[config.mk]
export PLATFORM = sky130hd
export DESIGN_NAME = fnd_scan_ctrl
export DESIGN_NICKNAME = d
export VERILOG_FILES = /design/src/rtl/fnd_scan_ctrl.sv
export SDC_FILE = /design/constraint.sdc
export NUM_CORES = 1
export LEC_CHECK = 0
export ABC_CLOCK_PERIOD_IN_PS = 5600
export CORE_AREA = 2 2 77 79
export CTS_CLUSTER_DIAMETER = 40
export DETAILED_ROUTE_END_ITERATION = 10
export DIE_AREA = 0 0 79 81
export GPL_ROUTABILITY_DRIVEN = 0
export GPL_TIMING_DRIVEN = 0
export PLACE_DENSITY_LB_ADDON = 0.1
export SKIP_CTS_REPAIR_TIMING = 1
export SLEW_MARGIN = 40
export SYNTH_ARGS = -nofsm -noshare
export SYNTH_HDL_FRONTEND = slang
export SYNTH_SLANG_ARGS = --single-unit
[constraint.sdc]
create_clock -name clk -period 5.6 [get_ports clk]
set_clock_uncertainty 0.15 [all_clocks]
set_input_delay 0.56 -clock clk [delete_from_list [all_inputs] [get_ports clk]]
set_output_delay 0.56 -clock clk [all_outputs]
set_load 0.005 [all_outputs]
[src/rtl/fnd_scan_ctrl.sv]
// Four-digit common-anode 7-segment scan driver: time-multiplexes four digit
// codes onto active-low digit selects/segments with an optional blinking dp.
module fnd_scan_ctrl #(
   parameter int unsigned CLK_FREQ = 100_000_000,
   parameter int unsigned SCAN_HZ  = 1000,
   parameter int unsigned BLINK_HZ = 1
) (
   input  logic       clk,
   input  logic       rst_n,
   input  logic [3:0] digit_1,
   input  logic [3:0] digit_10,
   input  logic [3:0] digit_100,
   input  logic [3:0] digit_1000,
   input  logic [3:0] dot_en,
   input  logic       dot_blink,
   output logic [3:0] fnd_com,
   output logic [7:0] fnd_data
);

   localparam int unsigned SCAN_DIV  = CLK_FREQ / SCAN_HZ;
   localparam int unsigned BLINK_DIV = CLK_FREQ / (2 * BLINK_HZ);
   localparam int unsigned SCAN_W    = $clog2(SCAN_DIV);
   localparam int unsigned BLINK_W   = $clog2(BLINK_DIV);

   logic [SCAN_W-1:0]  scan_cnt;
   logic [1:0]         scan_idx;
   logic [BLINK_W-1:0] blink_cnt;
   logic               blink_phase;

   logic               scan_tick;
   logic               blink_wrap;
   logic [3:0]         code;
   logic [6:0]         seg;
   logic               dp_n;

   assign scan_tick  = (scan_cnt == SCAN_W'(SCAN_DIV - 1));
   assign blink_wrap = (blink_cnt == BLINK_W'(BLINK_DIV - 1));

   always_comb begin
      code = '0;
      case (scan_idx)
         2'd0: code = digit_1;
         2'd1: code = digit_10;
         2'd2: code = digit_100;
         2'd3: code = digit_1000;
         default: code = '0;
      endcase
   end

   // Active-low g..a; 4'hE is the splitter's blank code, other non-decimal codes show a dash.
   always_comb begin
      seg = 7'h3F;
      case (code)
         4'h0: seg = 7'h40;
         4'h1: seg = 7'h79;
         4'h2: seg = 7'h24;
         4'h3: seg = 7'h30;
         4'h4: seg = 7'h19;
         4'h5: seg = 7'h12;
         4'h6: seg = 7'h02;
         4'h7: seg = 7'h78;
         4'h8: seg = 7'h00;
         4'h9: seg = 7'h10;
         4'hE: seg = 7'h7F;
         default: seg = 7'h3F;
      endcase
   end

   assign dp_n = ~(dot_en[scan_idx] & (~dot_blink | blink_phase));

   always_ff @(posedge clk or negedge rst_n) begin
      if (!rst_n) begin
         scan_cnt    <= '0;
         scan_idx    <= '0;
         blink_cnt   <= '0;
         blink_phase <= 1'b0;
         fnd_com     <= '1;
         fnd_data    <= '1;
      end else begin
         if (scan_tick) begin
            scan_cnt <= '0;
            scan_idx <= scan_idx + 2'd1;
         end else begin
            scan_cnt <= scan_cnt + SCAN_W'(1);
         end

         if (blink_wrap) begin
            blink_cnt   <= '0;
            blink_phase <= ~blink_phase;
         end else begin
            blink_cnt <= blink_cnt + BLINK_W'(1);
         end

         fnd_com  <= ~(4'b0001 << scan_idx);
         fnd_data <= {dp_n, seg};
      end
   end

endmodule

==> reports/metrics.csv <==
stage,metric,value,unit
worst_setup_path,crit_path_cell_trace,inv_1 -> ha_1 -> clkbuf_1 -> mux2i_1 -> inv_1 -> ha_1 -> o21ai_0,
clocking,clock_latency,340,ps
clocking,cts_buffers,9,
routing,drc,0,
worst_setup_path,path_class,flip-flop to flip-flop,
power_and_ir_drop,power.density,234,mW/mm²
worst_setup_path,endpoint_kind,flip-flop,
timing,fin_crit,2390,ps
global_routing,use_met1,27.2,%
global_routing,grt_use_met2,29.2,%
timing,report.final.slew_viol_count,0,
global_routing,antenna_found_initial,0,
placement,placed_cell_area,0.00342,mm²
global_routing,grt_util_met3,5.89,%
timing,fmax,419,MHz
clocking,cts-root-buf,clkbuf_8,
finish,fin_util,63.7,%
worst_setup_path,cp_top_family,buffers and inverters,
logic_synthesis,synth_nets,305,
floorplan,fp-row-count,28,
clocking,path_clk_slew,70,ps
global_routing,grt_max_degree,34,
routing,antenna_left,0,
routing,wire_per_inst,14.2,µm
logic_synthesis,yosys-top-cells-area,"dfrtp_1 (39%), dfstp_2 (11%), xnor2_1 (5.3%)",
finish,n_antenna_cell,0,
finish,final_area,0.00361,mm²
timing,hold_viol,0,
worst_setup_path,critPathRequiredTime,5700,ps
global_routing,grt_pass1_wl,9770,µm
logic_synthesis,synth_top_cell_by_area,dfrtp_1,
floorplan,die_h,81,µm
finish,layout-drive-gt1-share,16.0,%
timing,whs,319,ps
clocking,cts_max_level,3,
status,status,finished clean,
flow_run,maxCapViolCount,0,
routing,drt_iter0_markers,131,
logic_synthesis,synth_ff_type,dfrtp_1,
logic_synthesis,syn_avg_cell_area,10.9,µm²
global_routing,grt_use_total,19.8,%
worst_setup_path,cp.arrival,2490,ps
routing,vias,2203,
logic_synthesis,synth_top_area_share,38.7,%
logic_synthesis,synth-edff-count,0,
floorplan,start_util,52.4,%
finish,fin_nets,352,
global_routing,overflow,0,
placement,port_buffers,34,
routing,routed_wl,5680,µm
logic_synthesis,ys_seq_elements,58,
power_and_ir_drop,p_leak,1.54,nW
worst_hold_path,hold_class,flip-flop to flip-flop,
logic_synthesis,yosysWarnings,0,
timing,setup_tns,0,ps
logic_synthesis,yosysUniqueCellTypes,49,
logic_synthesis,postSynthCellCount,272,
global_routing,first_global_vias,2111,
clocking,clk_path_buf_depth,2,
power_and_ir_drop,power,845,µW
worst_setup_path,cp_max_fo,5,
timing,slew_headroom,57.9,%
timing,setup_viol,0,
timing,rsz0062_at_grt,no,
logic_synthesis,async_reset_ff_share,100,%
floorplan,core_region_area,0.00568,mm²
finish,area_delta_synth_final,21.5,%
logic_synthesis,synth_most_common_cell,dfrtp_1,
logic_synthesis,synth_area,0.00297,mm²
routing,viasPerCell,5.52,
worst_setup_path,crit_slowest_cell,mux2i_1,
floorplan,num_io_pins,35,
floorplan,die_area,0.00640,mm²
timing,worstMarginPinSlew,613,ps
logic_synthesis,synth_common_cells,"dfrtp_1 (46), nand3_1 (21), xnor2_1 (18)",
logic_synthesis,ys_seq_area_share,49.3,%
power_and_ir_drop,ir_drop,0.162,mV
placement,post-dp-hpwl,4040,µm
worst_setup_path,slowest_delay,470,ps
floorplan,die_w,79,µm
clocking,cts_tree,done,
worst_setup_path,worst_setup_path_start_kind,flip-flop,
global_routing,gr-max-usage-layer,met2,
routing,drt_pass1_iterations,5,
timing,fin_crit_sh,42.7,%
clocking,numClockSinks,58,
worst_setup_path,path_buf_inv,3,
[per-stage QoR]
step	setup slack, ps	cells
after floorplan	3520	272
after global placement	2020	381
after detailed placement	3110	382
after CTS	3170	398
after global routing	2970	399
final	3210	399
[sequential cells by signal, indices dropped and copies added, names as in the netlist]
| name | flops |
|---|---|
| blink_cnt | 26 |
| fnd_data | 8 |
| scan_idx | 2 |
| blink_phase | 1 |
| fnd_com | 4 |
| scan_cnt | 17 |
[power by group]
group          total [mW]  switching [mW]  internal (mW)
Sequential          0.428         0.00111          0.427
Combinational      0.0477          0.0202         0.0275
Clock               0.369           0.164          0.205
Total               0.845           0.186          0.659
[layer usage]
metal	vias up	wire (µm)
met1	1069	2730
met3	12	259
met5	-	0
met2	45	2580
li1	1077	-
met4	0	109
[logic make-up after synthesis]
logic type	after synthesis	share of synthesized area, %
flip-flops	58	49.3
AO/OA/AOI/OAI	36	7.70
XOR/XNOR	29	8.54
multiplexers	8	3.20
buffers and inverters	23	4.12
AND/OR/NAND/NOR	108	22.9
adder cells (fa/ha/maj)	10	4.21
[path summary, 6_finish.rpt]
kind	startpoint	cells past startpoint	to	slack (ps)
setup / recovery	scan_idx[0]$_DFFE_PN0N_	7	fnd_data[1]$_DFF_PN1_	3210
hold / removal	blink_cnt[4]$_DFF_PN0_	1	blink_cnt[4]$_DFF_PN0_	320
setup reg to reg	scan_idx[0]$_DFFE_PN0N_	7	fnd_data[1]$_DFF_PN1_	3210
hold reg to reg	blink_cnt[4]$_DFF_PN0_	1	blink_cnt[4]$_DFF_PN0_	320
max in group asynchronous	rst_n	3	fnd_com[1]$_DFF_PN1_	4210
min in group asynchronous	rst_n	2	blink_cnt[24]$_DFF_PN0_	530
[placed cells by master, fill, tap and decap left out, drive strengths merged, types with 2 or more instances in the layout]
| cell | instances |
|---|---|
| buf | 9 |
| a21oi | 13 |
| dfstp | 12 |
| ha | 10 |
| clkbuf | 15 |
| nand2 | 15 |
| nand4 | 11 |
| xnor2 | 18 |
| a222oi | 4 |
| or3 | 5 |
| nor2b | 3 |
| nor3 | 4 |
| dfrtp | 46 |
| and2 | 3 |
| o21ai | 10 |
| nand3 | 22 |
| o31ai | 7 |
| inv | 14 |
| or4 | 8 |
| xor2 | 11 |
| mux2i | 5 |
| and4 | 7 |
| nor2 | 16 |
| nor4 | 3 |
| clkinv | 2 |
| mux2 | 2 |
| and3 | 4 |
| clkdlybuf4s50 | 33 |
[final cells by class]
class / count / area (µm²)
Fill cell: 505 / 2060
Clock buffer: 13 / 139
Inverter: 14 / 52.6
Sequential cell: 58 / 1470
Timing Repair Buffer: 36 / 368
Clock inverter: 3 / 40.0
Tap cell: 75 / 93.8
Multi-Input combinational cell: 191 / 1380
Buffer: 9 / 70.1
Note: power is estimated with default switching activity, not from simulation.
